## config.mk

```make
export PLATFORM = sky130hd
export DESIGN_NAME = chan_scan_sequencer_flat
export DESIGN_NICKNAME = d
export VERILOG_FILES = /design/src/rtl/chan_scan_sequencer_pkg.sv /design/src/rtl/chan_scan_sequencer_if.sv /design/src/rtl/chan_scan_sequencer_next_find.sv /design/src/rtl/chan_scan_sequencer.sv /design/src/flat_wrapper.sv
export SDC_FILE = /design/constraint.sdc
export NUM_CORES = 1
export LEC_CHECK = 0
export ABC_AREA = 1
export CAP_MARGIN = 20
export CORE_MARGIN = 3
export CORE_UTILIZATION = 54
export CTS_BUF_LIST = sky130_fd_sc_hd__clkbuf_8 sky130_fd_sc_hd__clkbuf_16
export DETAILED_ROUTE_END_ITERATION = 7
export HOLD_SLACK_MARGIN = 0.15
export PLACE_DENSITY = 0.85
export SETUP_SLACK_MARGIN = 0.05
export SLEW_MARGIN = 10
export SYNTH_ARGS = -nofsm -noshare
export SYNTH_HDL_FRONTEND = slang
export SYNTH_SLANG_ARGS = --single-unit
```

## constraint.sdc

```tcl
create_clock -name clk -period 3 [get_ports clk]
set_clock_uncertainty 0.15 [all_clocks]
set_input_delay 0.3 -clock clk [delete_from_list [all_inputs] [get_ports clk]]
set_output_delay 0.3 -clock clk [all_outputs]
set_load 0.01 [all_outputs]
```

## src/rtl/chan_scan_sequencer_pkg.sv

```systemverilog
// Shared state encodings and default geometry for the spectrogram
// channel sequencer, mux and accumulator.
package chan_scan_sequencer_pkg;

   localparam int DEF_NUM_CH = 16;
   localparam int DEF_DWELL  = 12;

   typedef enum logic [1:0] {
      ST_IDLE  = 2'd0,
      ST_SCAN  = 2'd1,
      ST_CLEAR = 2'd2
   } state_e;

endpackage

```

## src/rtl/chan_scan_sequencer_if.sv

```systemverilog
// Control and status bundle between the ovf/timer source and the
// channel scan sequencer.
interface chan_scan_sequencer_if
   import chan_scan_sequencer_pkg::*;
#(
   parameter int NUM_CH = DEF_NUM_CH,
   parameter int DWELL  = DEF_DWELL
);

   localparam int SEL_W = $clog2(NUM_CH);
   localparam int CNT_W = $clog2(DWELL);

   logic              ovf;
   logic              en;
   logic              continuous;
   logic [NUM_CH-1:0] ch_mask;
   logic              clr_overrun;
   logic [SEL_W-1:0]  selection;
   logic [CNT_W-1:0]  counter;
   logic              sl;
   logic              rst;
   logic              busy;
   logic              frame_done;
   logic              overrun;

   modport master (
      output ovf, en, continuous, ch_mask, clr_overrun,
      input  selection, counter, sl, rst, busy, frame_done, overrun
   );

   modport slave (
      input  ovf, en, continuous, ch_mask, clr_overrun,
      output selection, counter, sl, rst, busy, frame_done, overrun
   );

endinterface

```

## src/rtl/chan_scan_sequencer_next_find.sv

```systemverilog
// Finds the lowest set mask bit above cur_i, or the lowest set bit
// overall when first_i is high.
module chan_next_find #(
   parameter int NUM_CH = 16,
   parameter int SEL_W  = $clog2(NUM_CH)
) (
   input  logic [NUM_CH-1:0] mask_i,
   input  logic [SEL_W-1:0]  cur_i,
   input  logic              first_i,
   output logic [SEL_W-1:0]  nxt_o,
   output logic              none_o
);

   // Scan downward so the last hit written is the lowest qualifying bit.
   always_comb begin
      nxt_o  = '0;
      none_o = 1'b1;
      for (int i = NUM_CH - 1; i >= 0; i--) begin
         if (mask_i[i] && (first_i || (SEL_W'(i) > cur_i))) begin
            nxt_o  = SEL_W'(i);
            none_o = 1'b0;
         end
      end
   end

endmodule

```

## src/rtl/chan_scan_sequencer.sv

```systemverilog
// Filter-bank channel sequencer: dwells on each masked channel, then
// pulses an accumulator clear; supports continuous mode and abort.
module chan_scan_sequencer
   import chan_scan_sequencer_pkg::*;
#(
   parameter int NUM_CH = DEF_NUM_CH,
   parameter int DWELL  = DEF_DWELL
) (
   input logic                  clk,
   input logic                  reset,
   chan_scan_sequencer_if.slave bus
);

   localparam int SEL_W = $clog2(NUM_CH);
   localparam int CNT_W = $clog2(DWELL);
   localparam logic [CNT_W-1:0] LAST = CNT_W'(DWELL - 1);

   state_e            state_q, state_d;
   logic [CNT_W-1:0]  cnt_q, cnt_d;
   logic [SEL_W-1:0]  ch_q, ch_d;
   logic [NUM_CH-1:0] mask_q, mask_d;
   logic              ovr_q, ovr_d;

   logic [SEL_W-1:0]  first_ch;
   logic [SEL_W-1:0]  next_ch;
   logic              first_none;
   logic              next_none;
   logic              start_ok;
   logic              busy;
   logic              clr_st;

   chan_next_find #(.NUM_CH(NUM_CH), .SEL_W(SEL_W)) u_first (
      .mask_i  (bus.ch_mask),
      .cur_i   ('0),
      .first_i (1'b1),
      .nxt_o   (first_ch),
      .none_o  (first_none)
   );

   chan_next_find #(.NUM_CH(NUM_CH), .SEL_W(SEL_W)) u_next (
      .mask_i  (mask_q),
      .cur_i   (ch_q),
      .first_i (1'b0),
      .nxt_o   (next_ch),
      .none_o  (next_none)
   );

   // An empty live mask never starts a frame.
   assign start_ok = bus.en && !first_none;
   assign busy     = (state_q != ST_IDLE);
   assign clr_st   = (state_q == ST_CLEAR);

   always_ff @(posedge clk) begin
      if (reset) begin
         state_q <= ST_IDLE;
         cnt_q   <= '0;
         ch_q    <= '0;
         mask_q  <= '0;
         ovr_q   <= 1'b0;
      end else begin
         state_q <= state_d;
         cnt_q   <= cnt_d;
         ch_q    <= ch_d;
         mask_q  <= mask_d;
         ovr_q   <= ovr_d;
      end
   end

   always_comb begin
      state_d = state_q;
      cnt_d   = cnt_q;
      ch_d    = ch_q;
      mask_d  = mask_q;
      unique case (state_q)
         ST_IDLE: begin
            cnt_d = '0;
            ch_d  = '0;
            if (bus.ovf && start_ok) begin
               state_d = ST_SCAN;
               mask_d  = bus.ch_mask;
               ch_d    = first_ch;
            end
         end
         ST_SCAN: begin
            if (!bus.en) begin
               state_d = ST_IDLE;
               cnt_d   = '0;
               ch_d    = '0;
            end else if (cnt_q == LAST) begin
               cnt_d = '0;
               if (next_none) begin
                  state_d = ST_CLEAR;
                  ch_d    = '0;
               end else begin
                  ch_d = next_ch;
               end
            end else begin
               cnt_d = cnt_q + CNT_W'(1);
            end
         end
         ST_CLEAR: begin
            cnt_d   = '0;
            ch_d    = '0;
            state_d = ST_IDLE;
            if (bus.continuous && start_ok) begin
               state_d = ST_SCAN;
               mask_d  = bus.ch_mask;
               ch_d    = first_ch;
            end
         end
         default: begin
            state_d = ST_IDLE;
            cnt_d   = '0;
            ch_d    = '0;
         end
      endcase
   end

   // A new trigger while busy beats a same-cycle clear request.
   assign ovr_d = (bus.ovf && busy) || (ovr_q && !bus.clr_overrun);

   assign bus.selection  = ch_q;
   assign bus.counter    = cnt_q;
   assign bus.sl         = (state_q == ST_SCAN) && (cnt_q == '0);
   assign bus.rst        = clr_st;
   assign bus.frame_done = clr_st;
   assign bus.busy       = busy;
   assign bus.overrun    = ovr_q;

endmodule

```

## src/flat_wrapper.sv

```systemverilog
// flat-port wrapper written by rule: the top's interface ports become plain ports
module chan_scan_sequencer_flat import chan_scan_sequencer_pkg::*;
#(
   parameter int NUM_CH = DEF_NUM_CH,
   parameter int DWELL  = DEF_DWELL
)
  (clk, reset, bus_ovf, bus_en, bus_continuous, bus_ch_mask, bus_clr_overrun, bus_selection, bus_counter, bus_sl, bus_rst, bus_busy, bus_frame_done, bus_overrun);
  chan_scan_sequencer_if #(.NUM_CH(NUM_CH), .DWELL(DWELL)) bus_i ();
  input logic clk;
  input logic reset;
  input wire logic [$bits(bus_i.ovf)-1:0] bus_ovf;
  input wire logic [$bits(bus_i.en)-1:0] bus_en;
  input wire logic [$bits(bus_i.continuous)-1:0] bus_continuous;
  input wire logic [$bits(bus_i.ch_mask)-1:0] bus_ch_mask;
  input wire logic [$bits(bus_i.clr_overrun)-1:0] bus_clr_overrun;
  output wire logic [$bits(bus_i.selection)-1:0] bus_selection;
  output wire logic [$bits(bus_i.counter)-1:0] bus_counter;
  output wire logic [$bits(bus_i.sl)-1:0] bus_sl;
  output wire logic [$bits(bus_i.rst)-1:0] bus_rst;
  output wire logic [$bits(bus_i.busy)-1:0] bus_busy;
  output wire logic [$bits(bus_i.frame_done)-1:0] bus_frame_done;
  output wire logic [$bits(bus_i.overrun)-1:0] bus_overrun;
  assign bus_i.ovf = bus_ovf;
  assign bus_i.en = bus_en;
  assign bus_i.continuous = bus_continuous;
  assign bus_i.ch_mask = bus_ch_mask;
  assign bus_i.clr_overrun = bus_clr_overrun;
  assign bus_selection = bus_i.selection;
  assign bus_counter = bus_i.counter;
  assign bus_sl = bus_i.sl;
  assign bus_rst = bus_i.rst;
  assign bus_busy = bus_i.busy;
  assign bus_frame_done = bus_i.frame_done;
  assign bus_overrun = bus_i.overrun;
  chan_scan_sequencer #(.NUM_CH(NUM_CH), .DWELL(DWELL)) u_core (.clk(clk), .reset(reset), .bus(bus_i));
endmodule
```

* Yosys cells after proc, flatten, opt, wreduce, memory -nomap -nowiden *
Cells that the tools add are included.

cells by class
  add/subtract/negate cells = 1
  multiply operators = 0
  divide/modulo/power cells = 0
  magnitude comparators = 16
  eq/ne operators = 7
  shift operators = 0
  multiplexer cells = 79
  bitwise gates (word level) = 2
  reductions and logical operators = 32

operators with widths
  operator             count
  $mux 4               37
  $mux 1               33
  $gt 4x4->1 const A   8
  $mux 16              2
  $pmux 16 s2          1
  $logic_and 1x1->1    22
  $gt 3x4->1 const A   4
  $pmux 4 s3           1
  $gt 1x4->1 const A   2
  $gt 2x4->1 const A   2
  $mux 2               4
  $ne 3x2->1 const B   2
  $pmux 2 s3           1
  $reduce_and 3->1     2
  $add 4x1->4 const B  1
  $eq 4x4->1 const B   1
  $logic_not 4->1      1
  $ne 2x1->1 const B   2
  $reduce_bool 2->1    2
  $reduce_or 4->1      1
  $eq 2x1->1 const B   1
  $eq 2x2->1 const B   1
  $logic_not 1->1      2
  $logic_not 2->1      1
  2 further kinds      3

word-level totals
  register bits after elaboration = 27
  latch bits = 0
  bits in writable memories = 0
  memory bits (read-only) = 0
  logic and storage cells = 142
  memories = 0

* Longest topological paths before layout *
Gate-level depths: netlist of run 1.

  word-level depth = 22
  depth in mapped cells = 20

* Modules after synthesis *
A second synthesis of run 1 with hierarchy kept.

second synthesis, totals
  cell total of the unflattened synthesis = 332
  area total of the unflattened synthesis = 2113.3 sq um

modules (own cells, without submodules)
  module               instances  cells an instance  area an instance (sq um)
  chan_scan_sequencer  1          184                1360.1
  chan_next_find       2          74                 376.6

* Least setup slack after synthesis of run 1 *
OpenSTA, ideal clock, no wires.

  kind = reg-to-reg
  from = register u_core.ch_q[3], in the netlist u_core.bus.selection[3]
  to = register u_core.ch_q[0], in the netlist u_core.bus.selection[0]
  library setup time = 0.113 ns
  data arrival time = 1.437 ns
  path slack = 1.301 ns
  cell stages (with the launch flop) = 21
  path buffers = 1
  clock period less this slack = 1.699 ns
  path through = dfxtp_1 > buf_6 > nand2_2 > inv_2 > nand2_1 > nand3_1 > nand2_1 > nand2_1 > nand2_1 > nand2_1 > nand2_1 > nand2_1 > nand2_1 > nand2_1 > nand2_1 > nand2_1 > nand2_1 > nand2_1 > nand2_1 > nand2_1 > nand2_1

on the way
  cells in the longest elaborated chain, start to end = 22

RTL lines
  what                                                   line                                 source
  start: declaration                                     chan_scan_sequencer.sv:20            logic [SEL_W-1:0] ch_q, ch_d;
  start signal: assignment                               chan_scan_sequencer.sv:63            ch_q <= ch_d;
  $gt 4x4->1                                             chan_scan_sequencer_next_find.sv:19  if (mask_i[i] && (first_i || (SEL_W'(i) > cur_i))) begin
  $logic_and 1x1->1                                      chan_scan_sequencer_next_find.sv:19
  $mux 4 / $mux 1 (equally long branches) (16 in a row)  chan_scan_sequencer_next_find.sv:19
  $mux 4 *                                               chan_scan_sequencer.sv:91            if (next_none) begin
  $mux 4 *                                               chan_scan_sequencer.sv:89            end else if (cnt_q == LAST) begin
  $mux 4 *                                               chan_scan_sequencer.sv:85            if (!bus.en) begin
  $pmux 4 s3 *                                           chan_scan_sequencer.sv:74            unique case (state_q)

Every way passes the cells marked *; elsewhere a longest branch is shown, timed or not. The select of a mux whose other input is x is not followed.
A chain may end at the register's enable or synchronous reset.

* Worst setup path in the final report of run 1 *
  from = register u_core.state_q[0]
  to = output bus_sl

on the way
  cells in the longest elaborated chain, start to end = 2

RTL lines
  what                      line                        source
  start: declaration        chan_scan_sequencer.sv:18   state_e state_q, state_d;
  start signal: assignment  chan_scan_sequencer.sv:61   state_q <= state_d;
  $eq 2x1->1                chan_scan_sequencer.sv:124  assign bus.sl = (state_q == ST_SCAN) && (cnt_q == '0);
  $logic_and 1x1->1         chan_scan_sequencer.sv:124
  end: declaration          flat_wrapper.sv:18          output wire logic [$bits(bus_i.sl)-1:0] bus_sl;

No other way between the ends.

==> tab_implementation.tex, run 1 <==
\begin{tabular}{lr}
\hline
Metric & Value \\
\hline
\multicolumn{2}{l}{\textbf{Critical path}} \\
\quad Reg2Reg Setup Slack & 0.97 ns \\
\quad Worst reg2reg path endpoint & u\_core.bus.selection[1] \\
\quad Capturing element type of the critical path & output pin \\
\quad Class of the most critical setup path & reg -> out \\
\quad Reg2Reg Launch Point & u\_core.bus.selection[3] \\
\quad Critical path fanouts, max & 4 \\
\quad Startpoint kind of the worst setup timing path & flip-flop \\
\quad CP required & 2.55 ns \\
\quad Endpoint arrival time on the critical path & 1.72 ns \\
\quad Worst reg-to-reg path cell count & 13 \\
\multicolumn{2}{l}{\textbf{Pwr}} \\
\quad Maximum resistive drop on vdd & 0.314 mV \\
\quad Leakage power figure & 0.921 nW \\
\quad Total chip power & 0.000884 W \\
\quad Power density relative to cell area & 431 mW/mm² \\
\multicolumn{2}{l}{\textbf{Min path}} \\
\quad Worst Hold Path Cells & 2 \\
\quad Path type of the worst min-delay path & reg -> reg \\
\quad Hold path endpoint & u\_core.mask\_q[3] \\
\quad Startpoint of the lowest-slack hold path & u\_core.mask\_q[3] \\
\multicolumn{2}{l}{\textbf{Cells and area}} \\
\quad Layout net count & 313 \\
\quad Antenna cell count & 0 \\
\quad Fraction of layout cells with a size suffix above 1 & 0.0972 \\
\quad Area added between synthesis and finish & 26.5\% \\
\quad Post-route core utilization & 0.732 \\
\multicolumn{2}{l}{\textbf{Yosys}} \\
\quad Gate count after technology mapping & 253 \\
\quad Number of flops mapped to enable cells by yosys & 0 \\
\quad Top-area cell type share of the netlist area & 0.321 \\
\quad Synth Cell Area & 0.00162 mm² \\
\quad Average footprint of a synthesized cell & 6.41 µm² \\
\quad Total of flip-flops plus latches after synthesis & 26 \\
\quad Top flip-flop cell by instance count after synthesis & sky130\_fd\_sc\_hd\_\_dfxtp\_1 \\
\quad Cell types occupying the most area after synthesis & sky130\_fd\_sc\_hd\_\_dfxtp\_1, sky130\_fd\_sc\_hd\_\_nand2\_1, sky130\_fd\_sc\_hd\_\_inv\_1 \\
\quad Fraction of the yosys area taken by sequential cells & 0.321 \\
\quad Post-synthesis cell type with the largest combined area & sky130\_fd\_sc\_hd\_\_dfxtp\_1 \\
\quad Proportion of register bits with asynchronous set or reset after synthesis & 0 \\
\quad Most frequent cells after synthesis & sky130\_fd\_sc\_hd\_\_nand2\_1, sky130\_fd\_sc\_hd\_\_inv\_1, sky130\_fd\_sc\_hd\_\_nor2\_1 \\
\quad Count of different cell masters after synthesis & 36 \\
\quad Syn\_nets & 277 \\
\quad Number of warnings reported in the yosys synthesis log & 0 \\
\quad Most common cell in the synthesized netlist & sky130\_fd\_sc\_hd\_\_nand2\_1 \\
\multicolumn{2}{l}{\textbf{Routing}} \\
\quad DRC violation count after routing & 0 \\
\quad Initial drt markers & 104 \\
\quad Routed via count & 1670 \\
\quad Detail-routed net length per standard cell & 12.7 µm \\
\quad Total detailed-routing wirelength & 4060 µm \\
\quad Via density per instance & 5.24 \\
\quad Count of nets left with antenna violations after detail routing & 0 \\
\quad Router iterations before antenna repair & 4 \\
\multicolumn{2}{l}{\textbf{GRT}} \\
\quad Total global routing track utilization & 0.230 \\
\quad Aggregate global routing overflow & 0 \\
\quad Initial antenna violation count & 0 \\
\quad Maximum number of pins on one net before global-route repair & 19 \\
\quad First-pass GRT wire length & 6430 µm \\
\quad Vias in the first global route & 1428 \\
\multicolumn{2}{l}{\textbf{Die}} \\
\quad Ports placed on the boundary & 35 \\
\quad Standard cell core area & 0.00281 mm² \\
\quad Area of the die & 0.00370 mm² \\
\quad Number of placement rows & 19 \\
\quad Vertical die dimension & 60.8 µm \\
\quad Die extent in x & 60.8 µm \\
\quad Starting density of the core & 0.579 \\
\multicolumn{2}{l}{\textbf{Timing}} \\
\quad Final Hold Violating Endpoints & 0 \\
\quad Final critical path time including I/O delays and setup & 2.17 ns \\
\quad Max-slew violation count & 0 \\
\quad Final hold slack & 0.310 ns \\
\quad Setup total negative slack & 0 ns \\
\quad Share of the cycle needed by the critical path after routing & 0.725 \\
\quad Final setup violation count & 0 \\
\quad Worst max-slew margin expressed relative to the limit & 0.614 \\
\quad Achievable clock frequency & 460 MHz \\
\quad Pin slew with the least headroom to its limit & 0.576 ns \\
\quad Fin worst setup slack & 0.825 ns \\
\quad Setup repair after global routing missed its margin & false \\
\multicolumn{2}{l}{\textbf{CTS}} \\
\quad TritonCTS sink count & 26 \\
\quad CTS Root Cell & sky130\_fd\_sc\_hd\_\_clkbuf\_8 \\
\quad Cts repair resizes & 0 \\
\quad Post-CTS setup-driven buffer insertion count & 0 \\
\quad Number of levels the H-tree was split into & 1 \\
\quad Clock buffer count from CTS & 3 \\
\quad Insertion delay of the later-clocked pin in the worst-skew pair & 0.28 ns \\
\quad CTS tree & done \\
\quad Number of buffers on the longest clock path & 2 \\
\quad Clk slew on worst S/H paths & 0.10 ns \\
\quad Total of hold buffers inserted after clock tree synthesis & 0 \\
\multicolumn{2}{l}{\textbf{Placed design}} \\
\quad Port buffer count & 34 \\
\quad Final weighted congestion in routability-driven placement & 0.937 \\
\quad Worst slack at placement & 0.794 ns \\
\quad Placed wire-length estimate & 3090 µm \\
\multicolumn{2}{l}{\textbf{Flow run}} \\
\quad Max-capacitance violation count & 0 \\
\multicolumn{2}{l}{\textbf{Run status}} \\
\quad Run status & completed \\
\hline
\end{tabular}
## cells by family after synthesis
group | synth area share
simple gates | 0.334
fa+ha+maj | 0.0154
buf+inv | 0.140
xor+xnor | 0.00540
flops | 0.321
compound gates | 0.185
## critical path, cell delays in order (launching register included)
cell and delay [ns]:
sky130_fd_sc_hd__dfxtp_1 0.39, sky130_fd_sc_hd__inv_1 0.06, sky130_fd_sc_hd__nor2_1 0.14, sky130_fd_sc_hd__inv_1 0.09, sky130_fd_sc_hd__nor4_1 0.19, sky130_fd_sc_hd__clkdlybuf4s50_1 0.58
## report_power, final
group / internal, W / leakage [nW] / total (W) / switching, W
clock: 0.000179 / 0.0357 / 0.000294 / 0.000116
combinational: 0.0000921 / 0.673 / 0.000211 / 0.000119
sequential: 0.000365 / 0.213 / 0.000379 / 0.0000139
## worst max-delay path by stage
stage | from | to | slack, ns | cells after the start
global route | u_core.state_q[0] | bus_sl | 0.70 | 5
floorplan | u_core.bus.selection[3] | u_core.bus.selection[0] | 1.30 | 20
global placement | bus_ch_mask[15] | u_core.bus.selection[1] | 0.82 | 12
CTS | u_core.state_q[0] | bus_sl | 0.83 | 5
detailed placement | bus_ch_mask[8] | u_core.bus.selection[1] | 0.79 | 12
finish | u_core.state_q[0] | bus_sl | 0.83 | 5
## per-stage QoR
| stage | cells | cell area [µm²] |
|---|---|---|
| 4_1_cts | 319 | 2050 |
| 3_3_place_gp | 315 | 1980 |
| 5_1_grt | 319 | 2050 |
| 3_5_place_dp | 315 | 1980 |
| 2_1_floorplan | 253 | 1620 |
| 6_report | 319 | 2050 |
## area by class of cell
cell class,instances,area [µm²]
Clock buffer,3,41.3
Clock inverter,1,30.0
Fill cell,234,752
Inverter,51,191
Multi-Input combinational cell,171,876
Sequential cell,26,520
Tap cell,31,38.8
Timing Repair Buffer,36,355
## per-layer routing
metal  vias up  routed length [µm]  track usage
li1        872                   -            -
met1       723                1960        0.332
met2        71                1780        0.354
met3         4                 284       0.0468
met4         0                  31       0.0495
met5         -                   0            0
## layout by cell type, fill, tap and decap left out, drive strengths merged, types with 2 or more instances in the layout
master	n
nand2	64
o21ai	15
a21oi	13
clkdlybuf4s50	34
inv	50
nand3	15
nand4	3
a31oi	2
clkbuf	3
and2	2
a211oi	9
ha	2
buf	2
nor3	4
o211ai	3
nor2	33
dfxtp	26
## state kept, by name, indices dropped and copies added (netlist names)
signal                flops
u_core.mask_q            15
u_core.bus.counter        4
u_core.bus.selection      4
u_core.state_q            2
u_core.bus.overrun        1
No activity file was read; power rests on OpenSTA's default activity.
==> run 2: changes to the inputs <==
CORE_UTILIZATION = 45   (was 54)
PLACE_DENSITY = 0.76   (was 0.85)
clock period = 2 ns   (was 3 ns; I/O delays follow)
==> run 2 against run 1 <==
  * Non-clock buffer count up 19
  * Global-route usage down 3.8 points
  * Critical path depth up 6
  * Power up 38%
  * Final cell count up 10%
  * Largest power group unchanged
==> tab_implementation.tex, run 2 (synthesis gave the netlist of run 1 again) <==
\begin{tabular}{lr}
\hline
Metric & Value \\
\hline
\multicolumn{2}{l}{\textbf{Cells and area}} \\
\quad Highest-count cells in the layout ignoring fill and taps & sky130\_fd\_sc\_hd\_\_nand2\_1, sky130\_fd\_sc\_hd\_\_inv\_1, sky130\_fd\_sc\_hd\_\_clkdlybuf4s50\_1 (unchanged) \\
\quad Antenna cell count & 0 (unchanged) \\
\quad Area added between synthesis and finish & 37.9\% (was 26.5\%) \\
\quad Finished layout cell area & 0.00224 mm² (was 0.00205 mm²) \\
\quad Filler Cell Count & 316 (was 234) \\
\quad Commonest non-fill, non-tap cell in the layout & sky130\_fd\_sc\_hd\_\_nand2\_1 (unchanged) \\
\quad Fraction of layout cells with a size suffix above 1 & 0.180 (was 0.0972) \\
\quad Largest register FFs & 15 (unchanged) \\
\quad Layout net count & 332 (was 313) \\
\quad Largest register by flop count & u\_core.mask\_q (unchanged) \\
\multicolumn{2}{l}{\textbf{Critical path}} \\
\quad Worst path top cell family by delay & simple AND/OR/NAND/NOR gates (was buffers and inverters) \\
\quad Critical path fanouts, max & 4 (unchanged) \\
\quad Capturing element type of the critical path & flip-flop (was output pin) \\
\quad Worst reg2reg path endpoint & u\_core.bus.selection[0] (was u\_core.bus.selection[1]) \\
\quad Cell type with the highest occurrence count on the critical path & sky130\_fd\_sc\_hd\_\_nand2\_1 (was sky130\_fd\_sc\_hd\_\_inv\_1) \\
\quad Class of the most critical setup path & reg -> reg (was reg -> out) \\
\quad CP required & 2.02 ns (was 2.55 ns) \\
\quad Startpoint kind of the worst setup timing path & flip-flop (unchanged) \\
\quad Reg2Reg Launch Point & u\_core.bus.selection[0] (was u\_core.bus.selection[3]) \\
\quad Slowest cell delay on critical path & 0.38 ns (was 0.58 ns) \\
\quad Buf+Inv Stages, Crit Path & 0 (was 3) \\
\quad Worst reg-to-reg path cell count & 11 (was 13) \\
\quad Reg2Reg Setup Slack & 0.17 ns (was 0.97 ns) \\
\quad Standard cell with the maximum stage delay on the critical path & sky130\_fd\_sc\_hd\_\_dfxtp\_4 (was sky130\_fd\_sc\_hd\_\_clkdlybuf4s50\_1) \\
\quad Endpoint arrival time on the critical path & 1.85 ns (was 1.72 ns) \\
\quad Cells along the critical path & nand2\_2 > o211ai\_2 > nand2\_2 > nor3\_4 > nand3\_2 > o21ai\_4 > a21oi\_1 > nand2\_1 > nand2\_1 > nand2\_1 > nand2\_1 (was inv\_1 > nor2\_1 > inv\_1 > nor4\_1 > clkdlybuf4s50\_1) \\
\multicolumn{2}{l}{\textbf{CTS}} \\
\quad Insertion delay of the later-clocked pin in the worst-skew pair & 0.26 ns (was 0.28 ns) \\
\quad TritonCTS sink count & 26 (unchanged) \\
\quad Number of buffers on the longest clock path & 2 (unchanged) \\
\quad CTS tree & done (unchanged) \\
\quad Clk slew on worst S/H paths & 0.08 ns (was 0.10 ns) \\
\quad Clock buffer count from CTS & 3 (unchanged) \\
\quad CTS Root Cell & sky130\_fd\_sc\_hd\_\_clkbuf\_8 (unchanged) \\
\quad Number of levels the H-tree was split into & 1 (unchanged) \\
\multicolumn{2}{l}{\textbf{GRT}} \\
\quad Total global routing track utilization & 0.192 (was 0.230) \\
\quad Initial antenna violation count & 0 (unchanged) \\
\quad Vias in the first global route & 1538 (was 1428) \\
\quad Maximum number of pins on one net before global-route repair & 18 (was 19) \\
\quad Aggregate global routing overflow & 0 (unchanged) \\
\quad First-pass GRT wire length & 6580 µm (was 6430 µm) \\
\multicolumn{2}{l}{\textbf{Timing}} \\
\quad Final critical path time including I/O delays and setup & 1.83 ns \\
\quad Final setup violation count & 0 (unchanged) \\
\quad Share of the cycle needed by the critical path after routing & 0.917 \\
\quad Setup total negative slack & 0 ns (unchanged) \\
\quad Achievable clock frequency & 545 MHz \\
\quad Max-slew violation count & 0 (unchanged) \\
\quad Fin worst setup slack & 0.165 ns (was 0.825 ns) \\
\quad Final hold slack & 0.321 ns (was 0.310 ns) \\
\quad Final Hold Violating Endpoints & 0 (unchanged) \\
\quad Setup repair after global routing missed its margin & false (unchanged) \\
\quad Pin slew with the least headroom to its limit & 0.333 ns (was 0.576 ns) \\
\quad Worst max-slew margin expressed relative to the limit & 0.775 (was 0.614) \\
\multicolumn{2}{l}{\textbf{Placed design}} \\
\quad Port buffer count & 34 (unchanged) \\
\quad Worst slack at placement & -0.0314 ns (was 0.794 ns) \\
\quad Final weighted congestion in routability-driven placement & 0.881 (was 0.937) \\
\quad Placed wire-length estimate & 3290 µm (was 3090 µm) \\
\quad Area after DPL & 0.00212 mm² (was 0.00198 mm²) \\
\multicolumn{2}{l}{\textbf{Pwr}} \\
\quad Clock network fraction of design power & 0.231 (was 0.333) \\
\quad Switching part of the total power & 0.299 (was 0.281) \\
\quad Net Sw Power & 0.000363 W (was 0.000249 W) \\
\quad Leakage power figure & 1.01 nW (was 0.921 nW) \\
\quad Maximum resistive drop on vdd & 0.307 mV (was 0.314 mV) \\
\quad Total chip power & 0.00122 W (was 0.000884 W) \\
\quad Power density relative to cell area & 543 mW/mm² (was 431 mW/mm²) \\
\quad Relative contribution of sequential cells to total power & 0.463 (was 0.428) \\
\quad Power Internal & 0.000853 W (was 0.000635 W) \\
\quad Logic pwr share & 0.306 (was 0.239) \\
\multicolumn{2}{l}{\textbf{Routing}} \\
\quad Count of nets left with antenna violations after detail routing & 0 (unchanged) \\
\quad Initial drt markers & 89 (was 104) \\
\quad Router iterations before antenna repair & 4 (unchanged) \\
\quad Detail-routed net length per standard cell & 11.2 µm (was 12.7 µm) \\
\quad Via density per instance & 4.81 (was 5.24) \\
\quad Total detailed-routing wirelength & 3960 µm (was 4060 µm) \\
\quad Routed via count & 1694 (was 1670) \\
\quad DRC violation count after routing & 0 (unchanged) \\
\multicolumn{2}{l}{\textbf{Run status}} \\
\quad Run status & completed (unchanged) \\
\multicolumn{2}{l}{\textbf{Die}} \\
\quad Vertical die dimension & 66.1 µm (was 60.8 µm) \\
\quad Number of placement rows & 21 (was 19) \\
\quad Area of the die & 0.00436 mm² (was 0.00370 mm²) \\
\quad Standard cell core area & 0.00342 mm² (was 0.00281 mm²) \\
\quad Die extent in x & 66.1 µm (was 60.8 µm) \\
\quad Starting density of the core & 0.475 (was 0.579) \\
\quad Ports placed on the boundary & 35 (unchanged) \\
\multicolumn{2}{l}{\textbf{Min path}} \\
\quad Hold path endpoint & u\_core.bus.overrun (was u\_core.mask\_q[3]) \\
\quad Startpoint of the lowest-slack hold path & u\_core.bus.overrun (was u\_core.mask\_q[3]) \\
\quad Path type of the worst min-delay path & reg -> reg (unchanged) \\
\quad Worst Hold Path Cells & 2 (unchanged) \\
\multicolumn{2}{l}{\textbf{Flow run}} \\
\quad Max-capacitance violation count & 0 (unchanged) \\
\hline
\end{tabular}
-- run 2: cell count changes in the layout (fill, tap and decap cells not counted), sizes merged --
cell,delta
buf,+19
bufinv,-1
clkdlybuf4s50,-1
dlygate4sd2,+1
-- run 2: final cells by class --
class,instances,area (µm²),share of cell area
multi-input cells,171,913,0.408
flip-flops and latches,26,536,0.239
repair buffers,55,497,0.222
inverters,51,194,0.0866
well taps,46,57.6,0.0257
clock buffers,3,41.3,0.0184
-- run 2: worst max path at each step --
| stage | end | slack (ns) | cells past startpoint | start |
|---|---|---|---|---|
| floorplan | u_core.bus.selection[0] | 0.30 | 20 | u_core.bus.selection[3] |
| global route | u_core.mask_q[1] | 0.02 | 10 | bus_ch_mask[4] |
| CTS | u_core.bus.selection[0] | 0.05 | 13 | u_core.bus.selection[2] |
| detailed placement | u_core.mask_q[15] | -0.03 | 11 | bus_ch_mask[14] |
| finish | u_core.bus.selection[0] | 0.17 | 11 | u_core.bus.selection[0] |
| global placement | u_core.bus.selection[2] | -0.009 | 11 | bus_ch_mask[12] |
-- run 2: worst register-to-register path: cells and delay by family, from the launching register on --
kind	cells	cell delay, ns
flip-flops	1	0.38
AND/OR/NAND/NOR	8	0.74
AO/OA/AOI/OAI	3	0.46
-- run 2: per-layer routing --
metal | routed length [µm] | GRT usage | part of all wire | vias up
met4 | 38 | 0.0558 | 0.0096 | 0
met3 | 151 | 0.0272 | 0.038 | 5
met5 | 0 | 0 | 0 | -
li1 | - | - | - | 917
met2 | 1780 | 0.307 | 0.45 | 35
met1 | 1990 | 0.268 | 0.50 | 737
-- run 2: timing repair --
item,in CTS,in global routing
buffers inserted,0,3
resized for setup,2,16
hold buffers,0,0
setup endpoints to repair,4,7
pin swaps,0,4
cloned,0,0
-- run 2: power by group through the flow --
| stage | Clock (W) | Combinational (W) | Sequential [W] |
|---|---|---|---|
| 2_1_floorplan | 0 | 0.000205 | 0.000575 |
| 6_report | 0.000281 | 0.000372 | 0.000563 |
| 3_3_place_gp | 0 | 0.000334 | 0.000577 |
| 4_1_cts | 0.000284 | 0.000338 | 0.000566 |
| 5_1_grt | 0.000314 | 0.000415 | 0.000567 |
| 3_5_place_dp | 0 | 0.000338 | 0.000578 |
-- run 2: per-stage QoR --
step	util	std cells
floorplan	-	253
global placement	0.621	346
detailed placement	0.621	346
CTS	0.633	349
global route	0.655	352
finish	0.655	352
